[config.mk]
export PLATFORM = sky130hd
export DESIGN_NAME = can_tx_sequencer
export DESIGN_NICKNAME = d
export VERILOG_FILES = /design/src/rtl/can_pkg.sv /design/src/rtl/can_tx_stuff_unit.sv /design/src/rtl/can_tx_sequencer.sv
export SDC_FILE = /design/constraint.sdc
export NUM_CORES = 1
export LEC_CHECK = 0
export CORE_MARGIN = 2
export CORE_UTILIZATION = 50
export CTS_CLUSTER_SIZE = 8
export DETAILED_ROUTE_END_ITERATION = 8
export PLACE_DENSITY = 0.74
export SLEW_MARGIN = 5
export SYNTH_ARGS = -nofsm -noshare
export SYNTH_HDL_FRONTEND = slang
export SYNTH_SLANG_ARGS = --single-unit
export TNS_END_PERCENT = 1
[constraint.sdc]
create_clock -name clk -period 4.83 [get_ports clk]
set_input_delay 1.2075 -clock clk [delete_from_list [all_inputs] [get_ports clk]]
set_output_delay 1.2075 -clock clk [all_outputs]
set_load 0.05 [all_outputs]
[src/rtl/can_pkg.sv]
// Shared types and constants for the CAN transmit path.
// Field lengths here are in unstuffed bits.
package can_pkg;

  typedef enum logic [3:0] {
    ST_IDLE,
    ST_WAIT_SOF,
    ST_ARB,
    ST_CTRL,
    ST_DATA,
    ST_CRC,
    ST_CRC_DEL,
    ST_ACK_SLOT,
    ST_ACK_DEL,
    ST_EOF,
    ST_IFS
  } can_state_e;

  localparam logic [14:0] CRC15_POLY = 15'h4599;
  localparam int EOF_LEN  = 7;
  localparam int IFS_LEN  = 3;
  localparam int ID_LEN   = 11;
  localparam int DLC_LEN  = 4;
  localparam int CRC_LEN  = 15;
  localparam int ARB_LEN  = 1 + ID_LEN + 1;
  localparam int CTRL_LEN = 2 + DLC_LEN;
  localparam int HDR_LEN  = ARB_LEN + CTRL_LEN;

  function automatic logic [14:0] crc15_step(input logic [14:0] crc, input logic b);
    logic fb;
    fb = b ^ crc[14];
    return {crc[13:0], 1'b0} ^ (fb ? CRC15_POLY : 15'h0000);
  endfunction

endpackage

[src/rtl/can_tx_stuff_unit.sv]
// Bit-stuffing stage: tracks the run of identical driven bits and
// substitutes a complement bit once the run reaches RUN_LEN.
module can_tx_stuff_unit
  import can_pkg::*;
#(
  parameter int RUN_LEN = 5
) (
  input  logic clk,
  input  logic rst,
  input  logic frame_bit_i,
  input  logic stuff_en_i,
  input  logic bit_tick_i,
  input  logic sof_i,
  output logic line_bit_o,
  output logic advance_o
);

  localparam int CW = $clog2(RUN_LEN + 1);

  logic [CW-1:0] run_q, run_d;
  logic          last_q, last_d;
  logic          stuff;

  always_comb begin
    stuff      = stuff_en_i && !sof_i && (run_q == CW'(RUN_LEN));
    line_bit_o = stuff ? ~last_q : frame_bit_i;
    advance_o  = ~stuff;
    run_d      = run_q;
    last_d     = last_q;
    if (bit_tick_i) begin
      // A stuff bit opens a new run, as does any change of level or SOF.
      if (sof_i || stuff || (line_bit_o != last_q)) begin
        run_d  = CW'(1);
        last_d = line_bit_o;
      end else if (run_q != CW'(RUN_LEN)) begin
        run_d = run_q + CW'(1);
      end
    end
  end

  always_ff @(posedge clk or posedge rst) begin
    if (rst) begin
      run_q  <= '0;
      last_q <= 1'b0;
    end else begin
      run_q  <= run_d;
      last_q <= last_d;
    end
  end

endmodule

[src/rtl/can_tx_sequencer.sv]
// CAN standard data frame transmitter: serializes SOF..IFS one bit per
// bit_tick, with stuffing, CRC-15, arbitration-loss and ACK monitoring.
//
// state       | meaning
// ST_IDLE     | ready for a request
// ST_WAIT_SOF | request captured, SOF goes out on the next tick
// ST_ARB      | last frame bit driven was SOF, ID or RTR
// ST_CTRL     | IDE, r0, DLC
// ST_DATA     | data bits
// ST_CRC      | CRC-15 sequence
// ST_CRC_DEL  | CRC delimiter
// ST_ACK_SLOT | ACK slot (recessive driven, dominant expected)
// ST_ACK_DEL  | ACK delimiter
// ST_EOF      | end of frame
// ST_IFS      | interframe space
module can_tx_sequencer
  import can_pkg::*;
#(
  parameter int RUN_LEN = 5
) (
  input  logic        clk,
  input  logic        rst,
  input  logic        bit_tick,
  input  logic        rx_bit,
  input  logic        req_valid,
  output logic        req_ready,
  input  logic [10:0] req_id,
  input  logic [3:0]  req_dlc,
  input  logic [63:0] req_data,
  output logic        tx_bit,
  output logic        busy,
  output logic        done,
  output logic        arb_lost,
  output logic        ack_err
);

  // state_q/cnt_q locate the last frame bit driven; cnt_q counts down to 0
  // at the final bit of the field.
  can_state_e           state_q, state_d, nxt_state;
  logic [5:0]           cnt_q, cnt_d, nxt_cnt;
  logic [HDR_LEN-1:0]   hdr_q, hdr_d;
  logic [63:0]          data_q, data_d;
  logic [14:0]          crc_q, crc_d;
  logic [6:0]           dbits_q, dbits_d;
  logic                 tx_q, tx_d;
  logic                 stuffed_q, stuffed_d;

  logic frame_bit, stuff_en, sof, drive, line_bit, advance;
  logic eval, lose, noack, fin;

  always_comb begin
    nxt_state = ST_IDLE;
    nxt_cnt   = '0;
    case (state_q)
      ST_WAIT_SOF: begin
        nxt_state = ST_ARB;
        nxt_cnt   = 6'(ARB_LEN - 1);
      end
      ST_ARB: begin
        if (cnt_q == 6'd0) begin
          nxt_state = ST_CTRL;
          nxt_cnt   = 6'(CTRL_LEN - 1);
        end else begin
          nxt_state = ST_ARB;
          nxt_cnt   = cnt_q - 6'd1;
        end
      end
      ST_CTRL: begin
        if (cnt_q != 6'd0) begin
          nxt_state = ST_CTRL;
          nxt_cnt   = cnt_q - 6'd1;
        end else if (dbits_q == 7'd0) begin
          nxt_state = ST_CRC;
          nxt_cnt   = 6'(CRC_LEN - 1);
        end else begin
          nxt_state = ST_DATA;
          nxt_cnt   = 6'(dbits_q - 7'd1);
        end
      end
      ST_DATA: begin
        if (cnt_q == 6'd0) begin
          nxt_state = ST_CRC;
          nxt_cnt   = 6'(CRC_LEN - 1);
        end else begin
          nxt_state = ST_DATA;
          nxt_cnt   = cnt_q - 6'd1;
        end
      end
      ST_CRC: begin
        if (cnt_q == 6'd0) begin
          nxt_state = ST_CRC_DEL;
        end else begin
          nxt_state = ST_CRC;
          nxt_cnt   = cnt_q - 6'd1;
        end
      end
      ST_CRC_DEL:  nxt_state = ST_ACK_SLOT;
      ST_ACK_SLOT: nxt_state = ST_ACK_DEL;
      ST_ACK_DEL: begin
        nxt_state = ST_EOF;
        nxt_cnt   = 6'(EOF_LEN - 1);
      end
      ST_EOF: begin
        if (cnt_q == 6'd0) begin
          nxt_state = ST_IFS;
          nxt_cnt   = 6'(IFS_LEN - 1);
        end else begin
          nxt_state = ST_EOF;
          nxt_cnt   = cnt_q - 6'd1;
        end
      end
      ST_IFS: begin
        nxt_state = ST_IFS;
        nxt_cnt   = cnt_q - 6'd1;
      end
      default: nxt_state = ST_IDLE;
    endcase
  end

  always_comb begin
    case (nxt_state)
      ST_ARB, ST_CTRL: frame_bit = hdr_q[HDR_LEN-1];
      ST_DATA:         frame_bit = data_q[63];
      ST_CRC:          frame_bit = crc_q[14];
      default:         frame_bit = 1'b1;
    endcase
    stuff_en = (nxt_state == ST_ARB) || (nxt_state == ST_CTRL) ||
               (nxt_state == ST_DATA) || (nxt_state == ST_CRC);
    sof      = (state_q == ST_WAIT_SOF);
  end

  // Stuff bits in the arbitration field are not arbitration bits.
  assign eval  = bit_tick && (state_q != ST_IDLE) && (state_q != ST_WAIT_SOF);
  assign lose  = eval && (state_q == ST_ARB) && (cnt_q != 6'(ARB_LEN - 1)) &&
                 !stuffed_q && tx_q && !rx_bit;
  assign noack = eval && (state_q == ST_ACK_SLOT) && rx_bit;
  assign fin   = eval && (state_q == ST_IFS) && (cnt_q == 6'd0);
  assign drive = bit_tick && (state_q != ST_IDLE) && !done;

  assign done      = lose || noack || fin;
  assign arb_lost  = lose;
  assign ack_err   = noack;
  assign req_ready = (state_q == ST_IDLE);
  assign busy      = ~req_ready;
  assign tx_bit    = tx_q;

  can_tx_stuff_unit #(.RUN_LEN(RUN_LEN)) u_stuff (
    .clk         (clk),
    .rst         (rst),
    .frame_bit_i (frame_bit),
    .stuff_en_i  (stuff_en),
    .bit_tick_i  (drive),
    .sof_i       (sof),
    .line_bit_o  (line_bit),
    .advance_o   (advance)
  );

  always_comb begin
    state_d   = state_q;
    cnt_d     = cnt_q;
    hdr_d     = hdr_q;
    data_d    = data_q;
    crc_d     = crc_q;
    dbits_d   = dbits_q;
    tx_d      = tx_q;
    stuffed_d = stuffed_q;
    if (state_q == ST_IDLE) begin
      if (req_valid) begin
        state_d = ST_WAIT_SOF;
        cnt_d   = '0;
        hdr_d   = {1'b0, req_id, 3'b000, req_dlc};
        data_d  = req_data;
        crc_d   = '0;
        dbits_d = (req_dlc > 4'd8) ? 7'd64 : {req_dlc, 3'b000};
      end
    end else if (done) begin
      state_d   = ST_IDLE;
      tx_d      = 1'b1;
      stuffed_d = 1'b0;
    end else if (drive) begin
      tx_d      = line_bit;
      stuffed_d = ~advance;
      if (advance) begin
        state_d = nxt_state;
        cnt_d   = nxt_cnt;
        case (nxt_state)
          ST_ARB, ST_CTRL: begin
            hdr_d = {hdr_q[HDR_LEN-2:0], 1'b0};
            crc_d = crc15_step(crc_q, frame_bit);
          end
          ST_DATA: begin
            data_d = {data_q[62:0], 1'b0};
            crc_d  = crc15_step(crc_q, frame_bit);
          end
          ST_CRC:  crc_d = {crc_q[13:0], 1'b0};
          default: ;
        endcase
      end
    end
  end

  always_ff @(posedge clk or posedge rst) begin
    if (rst) begin
      state_q   <= ST_IDLE;
      cnt_q     <= '0;
      hdr_q     <= '0;
      data_q    <= '0;
      crc_q     <= '0;
      dbits_q   <= '0;
      tx_q      <= 1'b1;
      stuffed_q <= 1'b0;
    end else begin
      state_q   <= state_d;
      cnt_q     <= cnt_d;
      hdr_q     <= hdr_d;
      data_q    <= data_d;
      crc_q     <= crc_d;
      dbits_q   <= dbits_d;
      tx_q      <= tx_d;
      stuffed_q <= stuffed_d;
    end
  end

endmodule

# After elaboration in Yosys (flattened, before gate mapping)
# Cells that the tools add are included.
[op_classes] n_addsub=3 n_reduce_logical=48 bitwise=4 eq_ne=23 muxes=52 magnitude_cmp=1
[ops] op="$mux W64" n=6
[ops] op="$mux W19" n=6
[ops] op="$mux W15" n=6
[ops] op="$mux W6" n=11
[ops] op="$pmux W6 S8" n=1
[ops] op="$pmux W4 S10" n=1
[ops] op="$pmux W15 S2" n=1
[ops] op="$eq A4 B3 Y1 const B" n=6
[ops] op="$mux W4" n=5
[ops] op="$eq A4 B2 Y1 const B" n=4
[ops] op="$reduce_and A5 Y1" n=3
[ops] op="$xor A15 B15 Y15" n=1
[ops] op="$logic_and A1 B1 Y1" n=14
[ops] op="$eq A4 B4 Y1 const B" n=3
[ops] op="$sub A6 B1 Y6 const B" n=2
[ops] op="$reduce_bool A2 Y1" n=5
[ops] op="$mux W3" n=3
[ops] op="$mux W1" n=8
[ops] op="$reduce_and A2 Y1" n=4
[ops] op="$logic_not A7 Y1" n=1
[ops] op="$logic_or A1 B1 Y1" n=7
[ops] op="$mux W7" n=1
[ops] op="$logic_not A6 Y1" n=1
[ops] op="$ne A2 B2 Y1 const B" n=3
[ops] op="other kinds (21)" n=28
[word_totals] inputBits=84 wordCells=141 out_inout_bits=6 regBits=121

# Depth between registers and ports, before layout
# Gate-level depths: netlist of run 1.
[logic_depth] word_depth=15 mapped_depth=13

# Hierarchy
# Synthesis of run 1 repeated with hierarchy kept, for this count alone.
[hier_totals] cells_unflattened=722 area_unflattened_um2=6231.0
[by_module_without_submodules] module="can_tx_sequencer" cells_each=694 n_inst=1 area_each_um2=5938.2
[by_module_without_submodules] module="can_tx_stuff_unit" cells_each=28 n_inst=1 area_each_um2=292.8

# Worst setup path after synthesis of run 1
# OpenSTA, ideal clock, no wires.
[synth_timing] path_type="input to output" from="in rx_bit" to="out done" required_time_ns=3.623 stages=4 arrival_ns=3.369 setup_slack_ns=0.254 path_cell_list="inv_1 > nor4_1 > or3_1 > buf_2"
[synth_lines] element="start: declaration" line_no="can_tx_sequencer.sv:24" text="input logic rx_bit,"
[synth_lines] element="$logic_and A1 B1 Y1" line_no="can_tx_sequencer.sv:136" text="assign noack = eval && (state_q == ST_ACK_SLOT) && rx_bit;"
[synth_lines] element="net ack_err" line_no="can_tx_sequencer.sv:34" text="output logic ack_err"
[synth_lines] element="$logic_or A1 B1 Y1 (2 in a row)" line_no="can_tx_sequencer.sv:140" text="assign done = lose || noack || fin;"
[synth_lines] element="end: declaration" line_no="can_tx_sequencer.sv:32" text="output logic done,"
# The timed path passes the listed nets, and every way through them passes these cells.

# Final worst setup path of run 1
[layout_timing] from="in bit_tick" to="out done"
[layout_via] elab_chain_cells=9
[layout_rtl] element="start: declaration" line_no="can_tx_sequencer.sv:23" text="input logic bit_tick,"
[layout_rtl] element="$logic_and A1 B1 Y1 * (2 in a row)" line_no="can_tx_sequencer.sv:133" text="assign eval = bit_tick && (state_q != ST_IDLE) && (state_q != ST_WAIT_SOF);"
[layout_rtl] element="$logic_and A1 B1 Y1 (3 in a row)" line_no="can_tx_sequencer.sv:134" text="assign lose = eval && (state_q == ST_ARB) && (cnt_q != 6'(ARB_LEN - 1)) &&"
[layout_rtl] element="$logic_and A1 B1 Y1 (2 in a row)" line_no="can_tx_sequencer.sv:135" text="!stuffed_q && tx_q && !rx_bit;"
[layout_rtl] element="$logic_or A1 B1 Y1" line_no="can_tx_sequencer.sv:140"
[layout_rtl] element="$logic_or A1 B1 Y1 *" line_no="can_tx_sequencer.sv:140"
# Mark *: on every way between the ends. The rest lies on a longest branch, timed or not.

==> impl_metrics.yaml, run 1 <==
status:
  status: "finished clean"
logic_synthesis:
  synth_cell_types: 58
  syn_area_per_cell_sq_um: 9.44
  yosysWarningCount: 0
  synth_fp_nets: 745
  yosysMostFrequentCell: "nand2_1"
  synthTopCellsByCount: "123 x nand2_1, 117 x dfrtp_1, 79 x o21ai_0"
  synth-edff-count: 0
  syn-cell-area_sq_um: 6180
  yosysSeqAreaShare_pct: 47.8
  synth_flop_cell: "dfrtp_1"
  syn_inst: 655
  synth_area_leader_cell: "dfrtp_1"
  async_flop_share_pct: 100
  synth_top_area_share_pct: 47.3
  synth_area_leaders: "dfrtp_1 47%, mux2i_1 12%, nand2_1 7.5%, o21ai_0 6.4%, o21ai_1 2.9%"
  ys_seq_elements: 118
grt:
  grt_pass1_wl_um: 23500
  grt.overflow.total: 0
  grt_max_degree: 72
  grt_pass1_vias: 4948
  grt_use_total_pct: 22.4
  grt_antenna_before_repair: 0
routing:
  final_antenna_net_count: 0
  drc: 0
  wl_um: 13700
  first_pass_iters: 5
  viasPerCell: 5.54
  avgRoutedWirePerCell_um: 15.0
  vias: 5049
  drt_iter0_markers: 428
die:
  design.die.area_sq_um: 13300
  coreArea_sq_um: 12100
  rows: 40
  ios: 90
  floorplan.initialDensity_pct: 51.3
  die_h_um: 115
  die_w_um: 115
hold_path:
  hold_path_class: "register to register"
timing:
  max_freq_mhz: 231
  tightest_slew_ns: 0.865
  rsz0062_at_grt: "no"
  slew_violations: 0
  fin_worst_skew_ns: 0.0150
  setup_viol: 0
  relSlewSlack_pct: 42.4
  hold_viol: 0
  period_minus_slack_ns: 4.34
  finalCritPeriodShare_pct: 89.8
  tns_ns: 0
place:
  hpwlAfterDp_um: 9430
  gp_congestion: 0.884
  io_buffer_count: 89
final_layout:
  layout-drive-gt1-share_pct: 7.94
  n_antenna_cell: 0
  area_growth_pct: 25.9
  nets: 821
  fillers: 984
flow_run:
  max_cap_violations: 0
power:
  peakVddDrop_v: 0.000325
  power.total_w: 0.00512
  p_leak_nw: 3.15
  powerDensity_nw_per_um2: 657
critical_path:
  critPathArrivalTime_ns: 3.13
  worstSetupEndpointType: "primary output"
  critPathKind: "primary input to primary output"
  worstSetupStartpointType: "primary input"
  required_ns: 3.62
  cp_max_fo: 6
clocking:
  cts.sinks: 118
  numCtsBuffers: 17
  cts_tree: "done"
  cts_resized: 0
  clock_path_buffers: 2
  clk_latency_ns: 0.41
  clockRootBuffer: "clkbuf_16"
  cts_hold_buf: 0
  post_cts_buffers: 0
  clk_pin_slew_ns: 0.06
  cts_htree_levels: 4
==> cells by family after synthesis <==
group | after synthesis | synth area share (%)
muxes | 80 | 13.0
adders and majority gates | 6 | 1.21
xor gates and xnor gates | 5 | 0.708
buffers and inverters | 57 | 4.43
and+or+nand+nor | 197 | 14.7
DFF | 118 | 47.8
AOI/OAI and AO/OA | 192 | 18.2
==> placed cells by master, fill, tap and decap left out, drive strengths merged, types with 5 or more instances in the layout <==
master         instances
nor2b                  5
or3                    5
clkbuf                24
nand2                123
nor3                  10
mux2i                 77
nand3                 11
nand2b                 5
nand3b                 5
o21a                   8
a21oi                 26
buf                   14
clkdlybuf4s50         87
inv                   13
ha                     6
a211oi                 5
o21ai                115
nor2                  13
a31oi                  5
dfrtp                117
==> through the flow <==
stage          util [%]  area [sq um]  std cells  setup WS (ns)  hold slack (ns)
2_1_floorplan         -          6180        655          0.254            0.442
3_3_place_gp       59.6          7190        880          0.567            0.461
3_5_place_dp       59.6          7190        880          0.502            0.468
4_1_cts            64.6          7790        911          0.495            0.480
5_1_grt            64.6          7790        911          0.362            0.497
6_report           64.6          7790        911          0.494            0.477
==> where the power goes <==
group / switching (W) / total [W] / internal (W)
combinational: 0.00134 / 0.00227 / 0.000927
clock: 0.000420 / 0.00124 / 0.000823
sequential: 0.000241 / 0.00160 / 0.00136
total: 0.00201 / 0.00512 / 0.00311
==> state kept, by name, indices dropped and copies added, names as in the netlist <==
name and cells:
hdr_q 19, tx_bit 1, state_q 4, data_q 64
u_stuff.run_q 3, u_stuff.last_q 1, crc_q 15, cnt_q 6
stuffed_q 1, dbits_q 4
==> worst paths after layout <==
path	end	cells after the start	slack, ns	startpoint
worst min register to register	data_q[51]$_DFFE_PP0P_	2	0.48	data_q[51]$_DFFE_PP0P_
worst max register to register	data_q[42]$_DFFE_PP0P_	9	1.10	state_q[0]$_DFFE_PP0P_
max in group asynchronous	data_q[12]$_DFFE_PP0P_	3	2.64	rst
min in group asynchronous	data_q[34]$_DFFE_PP0P_	2	1.34	rst
worst max-delay path	done	5	0.49	bit_tick
worst min-delay path	data_q[51]$_DFFE_PP0P_	2	0.48	data_q[51]$_DFFE_PP0P_
==> per-layer routing <==
layer	vias up	global-route usage, %	wire length (um)
li1	2481	-	-
met1	2411	27.8	5910
met2	146	37.1	6630
met3	11	8.43	1040
met4	0	5.78	116
met5	-	0	0
==> cell type report <==
cell class                 count  area (sq um)  share of cell area (%)
clock inverter                 7          93.8                    1.21
clock buffer                  24           502                    6.44
multi-input combinational    480          2960                    38.0
sequential                   118          2950                    37.9
timing repair buffer         101          1010                    13.0
tap                          168           210                    2.70
inverter                      13          53.8                   0.691
==> critical path, stage by stage <==
cell and delay, ns:
clkdlybuf4s50_1 0.57, or4bb_1 0.55, nor4_1 0.41, or3_1 0.23, buf_12 0.15
Note: power is estimated with default switching activity, not from simulation.
==> inputs of run 2 (changes only) <==
ABC_CLOCK_PERIOD_IN_PS = 4830   (was not set)
GPL_TIMING_DRIVEN = 0   (was not set)
SETUP_SLACK_MARGIN = 0.15   (was not set)
==> impl_metrics.yaml, run 2 (synthesis gave the netlist of run 1 again) <==
status:
  status: "finished clean"
critical_path:
  cpPeakStageDelay_ns: 0.86
  cp_num_buf_inv: 2
  cp_max_fo: 6
  path_cells: "clkdlybuf4s50_1 -> or4bb_1 -> a211oi_2 -> clkdlybuf4s50_1"
  crit_path_start: "bit_tick"
  worst_path_most_repeated_cell: "clkdlybuf4s50_1"
  worstSetupEndpointType: "primary output"
  r2r_start: "cnt_q[0]$_DFFE_PP0P_"
  critPathArrivalTime_ns: 3.49
  worstSetupStartpointType: "primary input"
  path_delay_family: "buffers and inverters"
  slowest_stage: "clkdlybuf4s50_1"
  r2r_slack_ns: 1.51
  critPathKind: "primary input to primary output"
  required_ns: 3.62
grt:
  grt.overflow.total: 0
  grt_pass1_vias: 5331
  grt_antenna_before_repair: 0
  grt_use_total_pct: 24.8
  grt_max_degree: 85
  grt_pass1_wl_um: 25900
final_layout:
  multi_input_area_sq_um: 2960
  layout_common_cells: "123 x nand2_1, 117 x dfrtp_1, 88 x clkdlybuf4s50_1"
  n_antenna_cell: 0
  top_regs: "data_q (64), hdr_q (19), crc_q (15)"
  ff_latch_area_sq_um: 2950
  nets: 854
  regMostFlops: "data_q"
  largest_reg_flops: 64
  layout-drive-gt1-share_pct: 8.62
  fillers: 984
  area_growth_pct: 27.8
  final_common_cell: "nand2_1"
clocking:
  clk_latency_ns: 0.41
  post_cts_buffers: 0
  cts_hold_buf: 0
  cts_tree: "done"
  clock_path_buffers: 2
  clockRootBuffer: "clkbuf_16"
  cts_htree_levels: 4
  clk_pin_slew_ns: 0.05
  cts.sinks: 118
  numCtsBuffers: 17
timing:
  hold_slack_ns: 0.470
  tightest_slew_ns: 0.710
  relSlewSlack_pct: 52.6
  max_freq_mhz: 213
  setup_viol: 0
  setup_ws_ns: 0.132
  fin_worst_skew_ns: 0.0106
  hold_viol: 0
  rsz0062_at_grt: "yes"
  finalCritPeriodShare_pct: 97.3
  slew_violations: 0
  period_minus_slack_ns: 4.70
flow_run:
  max_cap_violations: 0
routing:
  avgRoutedWirePerCell_um: 16.0
  vias: 5290
  viasPerCell: 5.60
  final_antenna_net_count: 0
  wl_um: 15200
  first_pass_iters: 5
  drc: 0
  drt_iter0_markers: 438
die:
  floorplan.initialDensity_pct: 51.3
  design.die.area_sq_um: 13300
  rows: 40
  coreArea_sq_um: 12100
  ios: 90
  die_w_um: 115
  die_h_um: 115
power:
  peakVddDrop_v: 0.000330
  powerDensity_nw_per_um2: 669
  p_leak_nw: 3.20
  power.total_w: 0.00529
place:
  pre_cts_slack_ns: -0.331
  hpwlAfterDp_um: 10800
  io_buffer_count: 89
  gp_congestion: 0.933
hold_path:
  min_from: "stuffed_q$_DFFE_PP0P_"
  hold_path_class: "register to register"
[run 2: cell types whose count changed in the layout (fill, tap and decap cells not counted), moves of 2 or more]
| cell | before | now |
|---|---|---|
| buf_2 | 0 | 18 |
| clkbuf_8 | 5 | 1 |
| buf_6 | 0 | 4 |
| inv_4 | 2 | 0 |
| buf_4 | 11 | 2 |
| clkbuf_1 | 2 | 27 |
| buf_12 | 3 | 0 |
[run 2: repair_timing]
action / CTS / global route
resized for setup: 4 / 2
endpoints found under the setup margin: 1 / 2
gates cloned: 0 / 0
[run 2: worst paths after layout]
| path | endpoint | cells after the start |
|---|---|---|
| min in group asynchronous | data_q[40]$_DFFE_PP0P_ | 2 |
| min reg2reg | stuffed_q$_DFFE_PP0P_ | 1 |
| min | stuffed_q$_DFFE_PP0P_ | 1 |
| max reg2reg | data_q[10]$_DFFE_PP0P_ | 12 |
| max | arb_lost | 4 |
| max in group asynchronous | tx_bit$_DFFE_PP1P_ | 3 |
[run 2: layer usage]
| metal | up-vias | global-route usage, % | routed length [um] |
|---|---|---|---|
| met4 | 0 | 9.64 | 301 |
| li1 | 2543 | - | - |
| met1 | 2595 | 32.6 | 6910 |
| met2 | 124 | 39.9 | 7250 |
| met3 | 28 | 6.22 | 701 |
| met5 | - | 0 | 0 |
[run 2: report_power, final]
group | internal [W] | switching [W]
Clock | 0.000823 | 0.000429
Sequential | 0.00136 | 0.000242
Combinational | 0.000988 | 0.00145
Total | 0.00317 | 0.00212
[run 2: cell type report]
class / instances / area share [%]
Buffer: 44 / 2.83
Clock buffer: 24 / 5.84
Clock inverter: 8 / 1.57
Inverter: 13 / 0.697
Multi-Input combinational cell: 480 / 37.5
Sequential cell: 118 / 37.4
Tap cell: 168 / 2.66
Timing Repair Buffer: 90 / 11.6
[run 2: per-stage QoR]
step                      setup TNS [ns]  area (sq um)  instances  util (%)
final                                  0          7900        945      65.5
after global routing                   0          7900        945      65.5
after CTS                              0          7910        945      65.6
after detailed placement          -0.331          7320        913      60.7
after global placement           -129.55          7280        912      60.4
after floorplan                        0          6180        655         -
